### src/rtl/osc_pkg.sv
// Shared constants, FSM state type and derived datapath widths for the
// ADC mean-square accumulator feeding the RMS stage.
package osc_pkg;

  localparam int ADC_W_DEF    = 8;
  localparam int LOG2_N_DEF   = 10;
  localparam int MID_CODE_DEF = 128;

  typedef enum logic [1:0] {
    ST_IDLE,
    ST_ACCUM,
    ST_DRAIN,
    ST_HOLD
  } state_t;

  // |c| never exceeds 2^(ADC_W-1), so its square fits in 2*ADC_W-1 bits.
  function automatic int sq_width(input int adc_w);
    return 2 * adc_w - 1;
  endfunction

  function automatic int acc_width(input int adc_w, input int log2_n);
    return sq_width(adc_w) + log2_n;
  endfunction

endpackage

### src/rtl/vrms_sq_accum_sq_pipe.sv
// Two-stage centre-and-square pipeline: removes the mid-code offset, then
// squares the signed result. Valid bits travel with the data.
module sq_pipe
  import osc_pkg::*;
#(
  parameter int ADC_W    = ADC_W_DEF,
  parameter int MID_CODE = MID_CODE_DEF
) (
  input  logic                        clk,
  input  logic                        rst,
  input  logic [ADC_W-1:0]            i_data,
  input  logic                        i_valid,
  output logic [sq_width(ADC_W)-1:0]  o_sq_p2,
  output logic                        o_vld_p1,
  output logic                        o_vld_p2
);

  localparam int SQ_W = sq_width(ADC_W);
  localparam logic signed [ADC_W:0] MID_S = (ADC_W+1)'(MID_CODE);

  logic signed [ADC_W:0] r_c_p1;
  logic                  r_vld_p1;
  logic [SQ_W-1:0]       r_sq_p2;
  logic                  r_vld_p2;

  function automatic logic signed [ADC_W:0] centre(input logic [ADC_W-1:0] x);
    return $signed({1'b0, x}) - MID_S;
  endfunction

  // Square via the magnitude so the product stays in SQ_W bits.
  function automatic logic [SQ_W-1:0] square(input logic signed [ADC_W:0] c);
    logic [SQ_W-1:0] m;
    m = c[ADC_W] ? SQ_W'(-c) : SQ_W'(c);
    return m * m;
  endfunction

  always_ff @(posedge clk or posedge rst) begin
    if (rst) begin
      r_vld_p1 <= 1'b0;
      r_vld_p2 <= 1'b0;
    end else begin
      r_vld_p1 <= i_valid;
      r_vld_p2 <= r_vld_p1;
    end
  end

  // p0 -> p1: centre; p1 -> p2: square
  always_ff @(posedge clk) begin
    if (i_valid) begin
      r_c_p1 <= centre(i_data);
    end
    if (r_vld_p1) begin
      r_sq_p2 <= square(r_c_p1);
    end
  end

  assign o_sq_p2  = r_sq_p2;
  assign o_vld_p1 = r_vld_p1;
  assign o_vld_p2 = r_vld_p2;

endmodule

### src/rtl/vrms_sq_accum.sv
// Accumulates squared, offset-removed ADC samples over 2^LOG2_N accepted
// samples and hands the floor mean square downstream over valid/ready.
module vrms_sq_accum
  import osc_pkg::*;
#(
  parameter int ADC_W    = ADC_W_DEF,
  parameter int LOG2_N   = LOG2_N_DEF,
  parameter int MID_CODE = MID_CODE_DEF
) (
  input  logic                        sys_clk,
  input  logic                        rst,
  input  logic [ADC_W-1:0]            adc_data,
  input  logic                        adc_valid,
  input  logic                        start,
  input  logic                        cont,
  output logic                        busy,
  output logic [sq_width(ADC_W)-1:0]  ms_data,
  output logic                        ms_valid,
  input  logic                        ms_ready,
  output logic                        overrun
);

  localparam int SQ_W  = sq_width(ADC_W);
  localparam int ACC_W = acc_width(ADC_W, LOG2_N);

  state_t             r_state;
  logic [ACC_W-1:0]   r_acc;
  logic [LOG2_N-1:0]  r_cnt;
  logic               r_busy;
  logic [SQ_W-1:0]    r_ms_data;
  logic               r_ms_valid;
  logic               r_overrun;

  logic               w_launch;
  logic               w_vld_p1;
  logic               w_vld_p2;
  logic [SQ_W-1:0]    w_sq_p2;
  logic [ACC_W-1:0]   w_acc_next;

  function automatic logic [SQ_W-1:0] mean_floor(input logic [ACC_W-1:0] acc);
    return acc[ACC_W-1:LOG2_N];
  endfunction

  assign w_launch   = (r_state == ST_ACCUM) && adc_valid;
  assign w_acc_next = r_acc + (w_vld_p2 ? ACC_W'(w_sq_p2) : '0);

  sq_pipe #(
    .ADC_W    (ADC_W),
    .MID_CODE (MID_CODE)
  ) u_sq_pipe (
    .clk      (sys_clk),
    .rst      (rst),
    .i_data   (adc_data),
    .i_valid  (w_launch),
    .o_sq_p2  (w_sq_p2),
    .o_vld_p1 (w_vld_p1),
    .o_vld_p2 (w_vld_p2)
  );

  always_ff @(posedge sys_clk or posedge rst) begin
    if (rst) begin
      r_state    <= ST_IDLE;
      r_acc      <= '0;
      r_cnt      <= '0;
      r_busy     <= 1'b0;
      r_ms_data  <= '0;
      r_ms_valid <= 1'b0;
      r_overrun  <= 1'b0;
    end else begin
      r_overrun <= adc_valid && ((r_state == ST_DRAIN) || (r_state == ST_HOLD));
      r_acc     <= w_acc_next;
      case (r_state)
        ST_IDLE: begin
          if (start) begin
            r_state <= ST_ACCUM;
            r_busy  <= 1'b1;
            r_acc   <= '0;
            r_cnt   <= '0;
          end
        end
        ST_ACCUM: begin
          if (adc_valid) begin
            r_cnt <= r_cnt + LOG2_N'(1);
            if (&r_cnt) begin
              r_state <= ST_DRAIN;
            end
          end
        end
        // The last square lands in S2 once S1 is empty; fold it in while loading.
        ST_DRAIN: begin
          if (!w_vld_p1) begin
            r_state    <= ST_HOLD;
            r_ms_data  <= mean_floor(w_acc_next);
            r_ms_valid <= 1'b1;
          end
        end
        ST_HOLD: begin
          if (ms_ready) begin
            r_ms_valid <= 1'b0;
            if (cont) begin
              r_state <= ST_ACCUM;
              r_acc   <= '0;
              r_cnt   <= '0;
            end else begin
              r_state <= ST_IDLE;
              r_busy  <= 1'b0;
            end
          end
        end
        default: begin
          r_state <= ST_IDLE;
          r_busy  <= 1'b0;
        end
      endcase
    end
  end

  assign busy     = r_busy;
  assign ms_data  = r_ms_data;
  assign ms_valid = r_ms_valid;
  assign overrun  = r_overrun;

endmodule
### config.mk
export PLATFORM = sky130hd
export DESIGN_NAME = vrms_sq_accum
export DESIGN_NICKNAME = d
export VERILOG_FILES = /design/src/rtl/osc_pkg.sv /design/src/rtl/vrms_sq_accum_sq_pipe.sv /design/src/rtl/vrms_sq_accum.sv
export SDC_FILE = /design/constraint.sdc
export NUM_CORES = 1
export LEC_CHECK = 0
export ABC_CLOCK_PERIOD_IN_PS = 8350
export BUFFER_PORTS_ARGS = -buffer_cell sky130_fd_sc_hd__buf_4
export CAP_MARGIN = 20
export CORE_MARGIN = 4
export CORE_UTILIZATION = 63
export DETAILED_ROUTE_END_ITERATION = 8
export PLACE_DENSITY = 0.85
export SETUP_SLACK_MARGIN = 0.3
export SLEW_MARGIN = 25
export SYNTH_ARGS = -nofsm -noshare
export SYNTH_HDL_FRONTEND = slang
export SYNTH_HIERARCHICAL = 1
export SYNTH_SLANG_ARGS = --single-unit
### constraint.sdc
create_clock -name sys_clk -period 8.35 [get_ports sys_clk]
set_input_delay 1.2525 -clock sys_clk [delete_from_list [all_inputs] [get_ports sys_clk]]
set_output_delay 1.2525 -clock sys_clk [all_outputs]
set_load 0.005 [all_outputs]
## After elaboration in Yosys (flattened, before gate mapping)

Cells that the tools add are included.

- Bits in registers: 81
- Input bits: 14
- Word-level logic and storage cells: 65

- Bitwise gates (word level): 1
- $add $sub $neg: 4
- Eq/ne operators: 10
- Reductions and logical operators: 13
- Mux-type cells: 25
- $mul: 1

Operators by type and width:

| cell | number |
|---|---|
| $mux W25 | 3 |
| $pmux W25 S2 | 1 |
| $mux W10 | 4 |
| $mux W15 | 2 |
| $pmux W10 S3 | 1 |
| $add A25 B15 Y25 | 1 |
| $mul A15 B15 Y15 | 1 |
| $neg A9 Y15 | 1 |
| $ne A2 B2 Y1 const B | 6 |
| $add A10 B1 Y10 const B | 1 |
| $mux W2 | 5 |
| $reduce_and A10 Y1 | 1 |
| $reduce_and A5 Y1 | 2 |
| $sub A8 B8 Y9 const B | 1 |
| $pmux W2 S4 | 1 |
| $mux W1 | 6 |
| $eq A2 B2 Y1 const B | 2 |
| $pmux W1 S2 | 2 |
| $reduce_and A4 Y1 | 1 |
| $reduce_bool A2 Y1 | 2 |
| $reduce_and A3 Y1 | 1 |
| $reduce_bool A3 Y1 | 1 |
| $eq A2 B1 Y1 const B | 1 |
| $logic_and A1 B1 Y1 | 2 |
| other kinds (5) | 5 |

## Longest topological paths before layout

- Depth after elaboration: 5
- Depth in mapped cells: 24
- Gate-level depth less buffers: 24

## By module

The synthesis kept the hierarchy.

Modules (own cells, without submodules):

| module | instances | cells each | area each (um2) |
|---|---|---|---|
| sq_pipe | 1 | 319 | 3363.2 |
| vrms_sq_accum | 1 | 348 | 3229.3 |

## Worst setup path after synthesis

Ideal clock, no wire load.

- Path type: register -> register
- Start point: reg u_sq_pipe.r_c_p1[0]
- End point: reg u_sq_pipe.r_sq_p2[14], in the netlist u_sq_pipe/o_sq_p2[14], data pin
- Slack: 2.406 ns
- Stages on the path, launching flop included: 25
- Path buffers: 0
- Data required time: 8.092 ns
- Arrival: 5.687 ns
- Cell sequence: edfxtp_1 inv_1 ha_1 nand2_1 nand2_1 xnor2_1 inv_1 nand2_1 fa_1 fa_1 inv_1 fa_1 inv_1 fa_1 inv_1 fa_1 inv_1 fa_1 inv_1 ha_1 nand2_1 o211ai_1 o31ai_1 a21oi_1 xnor2_1

- Cells in the longest elaborated chain, start to end: 3

Ends and longest elaborated chain:

| element | line | source |
|---|---|---|
| start: declaration | vrms_sq_accum_sq_pipe.sv:21 | `logic signed [ADC_W:0] r_c_p1;` |
| start signal: assignment | vrms_sq_accum_sq_pipe.sv:50 | `r_c_p1 <= centre(i_data);` |
| $neg A9 Y15 | vrms_sq_accum_sq_pipe.sv:33 | `m = c[ADC_W] ? SQ_W'(-c) : SQ_W'(c);` |
| $mux W15 (*) | vrms_sq_accum_sq_pipe.sv:33 |  |
| $mul A15 B15 Y15 (*) | vrms_sq_accum_sq_pipe.sv:34 | `return m * m;` |
| end signal: assignment | vrms_sq_accum_sq_pipe.sv:53 | `r_sq_p2 <= square(r_c_p1);` |
| end: declaration | vrms_sq_accum_sq_pipe.sv:23 | `logic [SQ_W-1:0] r_sq_p2;` |

Mark *: on every way between the ends. The rest lies on a longest branch, timed or not.
A chain may end at the register's enable or synchronous reset.

## Final worst setup path

Same ends and word-level chain as after synthesis.

==> impl_metrics.env <==
export IMPL_cp_max_fo=7
export IMPL_skew_ns=0.0100
export IMPL_drc=0
export IMPL_fin_crit_sh=0.791
export IMPL_p_seq_frac=0.203
export IMPL_synth_edf_count=22
export IMPL_finalPower_mw=3.09
export IMPL_syn_avg_cell_area_um2=9.88
export IMPL_io_pins=32
export IMPL_synth_fa_ha_area_frac=0.286
export IMPL_grt_pass1_wl_um=21800
export IMPL_yosysSeqAreaShare=0.317
export IMPL_maxSlewViolCount=0
export IMPL_cts_hold_buf=0
export IMPL_power_frac_comb=0.685
export IMPL_crit_chain="inv_1 > ha_1 > nand2_1 > nand2_1 > xnor2_1 > inv_1 > nand2_1 > fa_1 > fa_1 > inv_1 > fa_1 > inv_1 > fa_1 > inv_1 > fa_1 > inv_1 > fa_1 > inv_1 > ha_1 > nand2_1 > a211oi_1 > o31ai_1 > a21oi_1 > xnor2_1"
export IMPL_avgRoutedWirePerCell_um=14.7
export IMPL_tritoncts="done"
export IMPL_max_slew_worst_pin_slew_ns=0.704
export IMPL_die_x_um=110
export IMPL_reg2reg_from="u_sq_pipe/r_c_p1[0]"
export IMPL_yosysTopAreaCell="dfrtp_1"
export IMPL_rr_endpoint="u_sq_pipe/o_sq_p2[14]"
export IMPL_setup_tns_ns=0
export IMPL_postCtsResizedCells=0
export IMPL_overflow=0
export IMPL_finalHoldViolCount=0
export IMPL_p_sw_mw=1.38
export IMPL_p_int_mw=1.71
export IMPL_setup_viol=0
export IMPL_hold_path_class="register to register"
export IMPL_cts_inserted_buffers=9
export IMPL_synth_compound_area_share=0.117
export IMPL_die_area_mm2=0.0122
export IMPL_synth_top_family_by_area="adder cells"
export IMPL_clk_path_buf_depth=2
export IMPL_worstPathRequired_ns=8.45
export IMPL_port_buffers=31
export IMPL_yosys_top_cells_area="dfrtp_1, fa_1, ha_1"
export IMPL_viasPerCell=5.42
export IMPL_synthMuxAreaShare=0.00342
export IMPL_cp_endpoint="u_sq_pipe/o_sq_p2[14]"
export IMPL_cts_setup_buffers=0
export IMPL_critPathCaptureType="register"
export IMPL_path_clk_slew_ns=0.08
export IMPL_ir_drop_v=0.000504
export IMPL_seq_area_mm2=0.00209
export IMPL_synthSimpleGateAreaFrac=0.132
export IMPL_clock_fmax_ghz=0.151
export IMPL_reg2regPathDepth=24
export IMPL_fillers=781
export IMPL_post_route_min_period_ns=6.61
export IMPL_via_count=4751
export IMPL_ys_ff_latch=79
export IMPL_multi_input_area_mm2=0.00414
export IMPL_pre_cts_slack_ns=1.88
export IMPL_startpoint_type="register"
export IMPL_maxCapViolCount=0
export IMPL_yosys_warnings=6
export IMPL_crit_type="register to register"
export IMPL_p_per_area_mw_per_mm2=424
export IMPL_core_area_mm2=0.0103
export IMPL_n_antenna_cell=0
export IMPL_worstPathArrival_ns=6.71
export IMPL_syn_area_mm2=0.00659
export IMPL_htree_num_levels=3
export IMPL_num_rows=37
export IMPL_grt_max_degree=56
export IMPL_synthArstFlopShare=0.722
export IMPL_slew_headroom=0.530
export IMPL_initial_core_util=0.641
export IMPL_synth_top_area_frac=0.216
export IMPL_area_growth_pct=10.3
export IMPL_final_setup_worst_slack_ns=1.74
export IMPL_max_stage_delay_ns=0.53
export IMPL_clkLatencyLatePin_ns=0.35
export IMPL_p_clk_frac=0.112
export IMPL_postRouteAntennaNets=0
export IMPL_gp_congestion=0.928
export IMPL_die_h_um=110
export IMPL_synthCells=667
export IMPL_critPathLaunch="u_sq_pipe/r_c_p1[0]"
export IMPL_antenna_found_initial=0
export IMPL_grtUsageTotal=0.229
export IMPL_hpwlAfterDp_um=10200
export IMPL_outcome="complete, no violations"
export IMPL_switching_share=0.447
export IMPL_drt_wl_total_um=12900
export IMPL_dr_pass1_iters=5
export IMPL_cp_slowest_cell="fa_1"
export IMPL_clock_sinks=79
export IMPL_rsz0062_at_grt="false"
export IMPL_r2r_slack_ns=1.74
export IMPL_cpMostUsedCell="inv_1"
export IMPL_p_leak_nw=3.53
export IMPL_nets=865
export IMPL_ys_flop_type="dfrtp_1"
export IMPL_synthDistinctLibCells=59
export IMPL_clock_root_buffer="clkbuf_8"
export IMPL_drive_gt1_frac=0.0905
export IMPL_synth_xor_area_frac=0.0632
export IMPL_dpl_cell_count=860
export IMPL_grt_pass1_vias=4912
export IMPL_finalNonFillerCells=876
export IMPL_drt_iter0_drc=350
==> cells by family after synthesis <==
| family | Yosys count |
|---|---|
| AOI/OAI and AO/OA | 114 |
| xor gates and xnor gates | 46 |
| adders and majority gates | 116 |
| buffers and inverters | 119 |
| DFF | 79 |
| muxes | 2 |
| other | 2 |
| and+or+nand+nor | 189 |
==> synthesized netlist by cell type (4+ instances only) <==
| master | count |
|---|---|
| o31ai_1 | 10 |
| a21o_1 | 11 |
| nand3_1 | 13 |
| nor2_1 | 55 |
| o21ai_1 | 19 |
| a21oi_1 | 22 |
| nand2_1 | 73 |
| clkbuf_1 | 6 |
| nand4_1 | 7 |
| xnor2_1 | 32 |
| edfxtp_1 | 22 |
| fa_1 | 58 |
| buf_6 | 5 |
| xor2_1 | 13 |
| and2_1 | 18 |
| o21ai_0 | 16 |
| nor2b_1 | 7 |
| ha_1 | 58 |
| inv_1 | 100 |
| a31oi_1 | 4 |
| dfrtp_1 | 57 |
==> critical path, delay by kind of cell (launching register included) <==
family	cells	cell delay, ns
AO/OA/AOI/OAI	3	0.69
XOR/XNOR	2	0.48
adder cells (fa/ha/maj)	8	3.55
buffers and inverters	7	0.67
flip-flops	1	0.48
AND/OR/NAND/NOR	4	0.47
==> sequential cells by signal, indices dropped and copies added, names as in the netlist <==
signal / cells
r_acc: 25
ms_data: 15
u_sq_pipe/o_sq_p2: 14
r_cnt: 10
u_sq_pipe/r_c_p1: 8
r_state: 2
busy: 1
ms_valid: 1
overrun: 1
u_sq_pipe/o_vld_p1: 1
u_sq_pipe/o_vld_p2: 1
==> worst min-delay path by stage <==
stage                start           to  slack, ns  depth (start not counted)
2_1_floorplan     r_cnt[6]     r_cnt[6]       0.47                          1
3_3_place_gp   ms_data[10]  ms_data[10]       0.47                          2
3_5_place_dp   ms_data[10]  ms_data[10]       0.48                          2
4_1_cts        ms_data[10]  ms_data[10]       0.50                          2
5_1_grt         ms_data[6]   ms_data[6]       0.52                          2
6_report       ms_data[14]  ms_data[14]       0.49                          2
==> placed cells by master, fill, tap and decap left out, types with 4 or more instances in the layout <==
cell type / instances
buf_4: 32
fa_1: 58
nor2b_1: 7
a21oi_1: 21
clkbuf_8: 9
xnor2_1: 32
dfrtp_1: 57
xor2_1: 13
o21ai_1: 19
conb_1: 44
edfxtp_1: 22
inv_1: 99
nand2_1: 73
nand3_1: 13
and2_1: 18
ha_1: 58
nor2_1: 55
o21ai_0: 16
a31oi_1: 4
o31ai_1: 10
nand4_1: 7
a21o_1: 11
==> cell type report <==
type	instances	area share
clock buffers	12	0.0244
clock inverters	4	0.00981
inverters	102	0.0527
multi-input cells	511	0.570
flip-flops and latches	79	0.287
well taps	136	0.0234
repair buffers	32	0.0330
==> stage by stage <==
stage / hold WS (ns) / instance area (µm²) / util
finish: 0.491 / 7270 / 0.707
global route: 0.525 / 7270 / 0.707
detailed placement: 0.478 / 7020 / 0.683
CTS: 0.496 / 7270 / 0.707
floorplan: 0.467 / 6750 / -
global placement: 0.469 / 7010 / 0.682
==> power by group through the flow <==
stage | clock network (mW) | registers, mW | logic [mW]
after floorplan | 0 | 0.618 | 1.72
after global placement | 0 | 0.630 | 1.95
after detailed placement | 0 | 0.633 | 2.05
after CTS | 0.347 | 0.627 | 2.09
after global routing | 0.366 | 0.637 | 2.37
final | 0.345 | 0.628 | 2.11
==> per-layer routing <==
layer	global-route usage	share of wire	vias up
met1	0.280	0.40	2312
met2	0.422	0.54	134
met5	0	0	-
li1	-	-	2286
met4	0.0642	0.017	0
met3	0.0297	0.041	19
No activity file was read; power rests on OpenSTA's default activity.
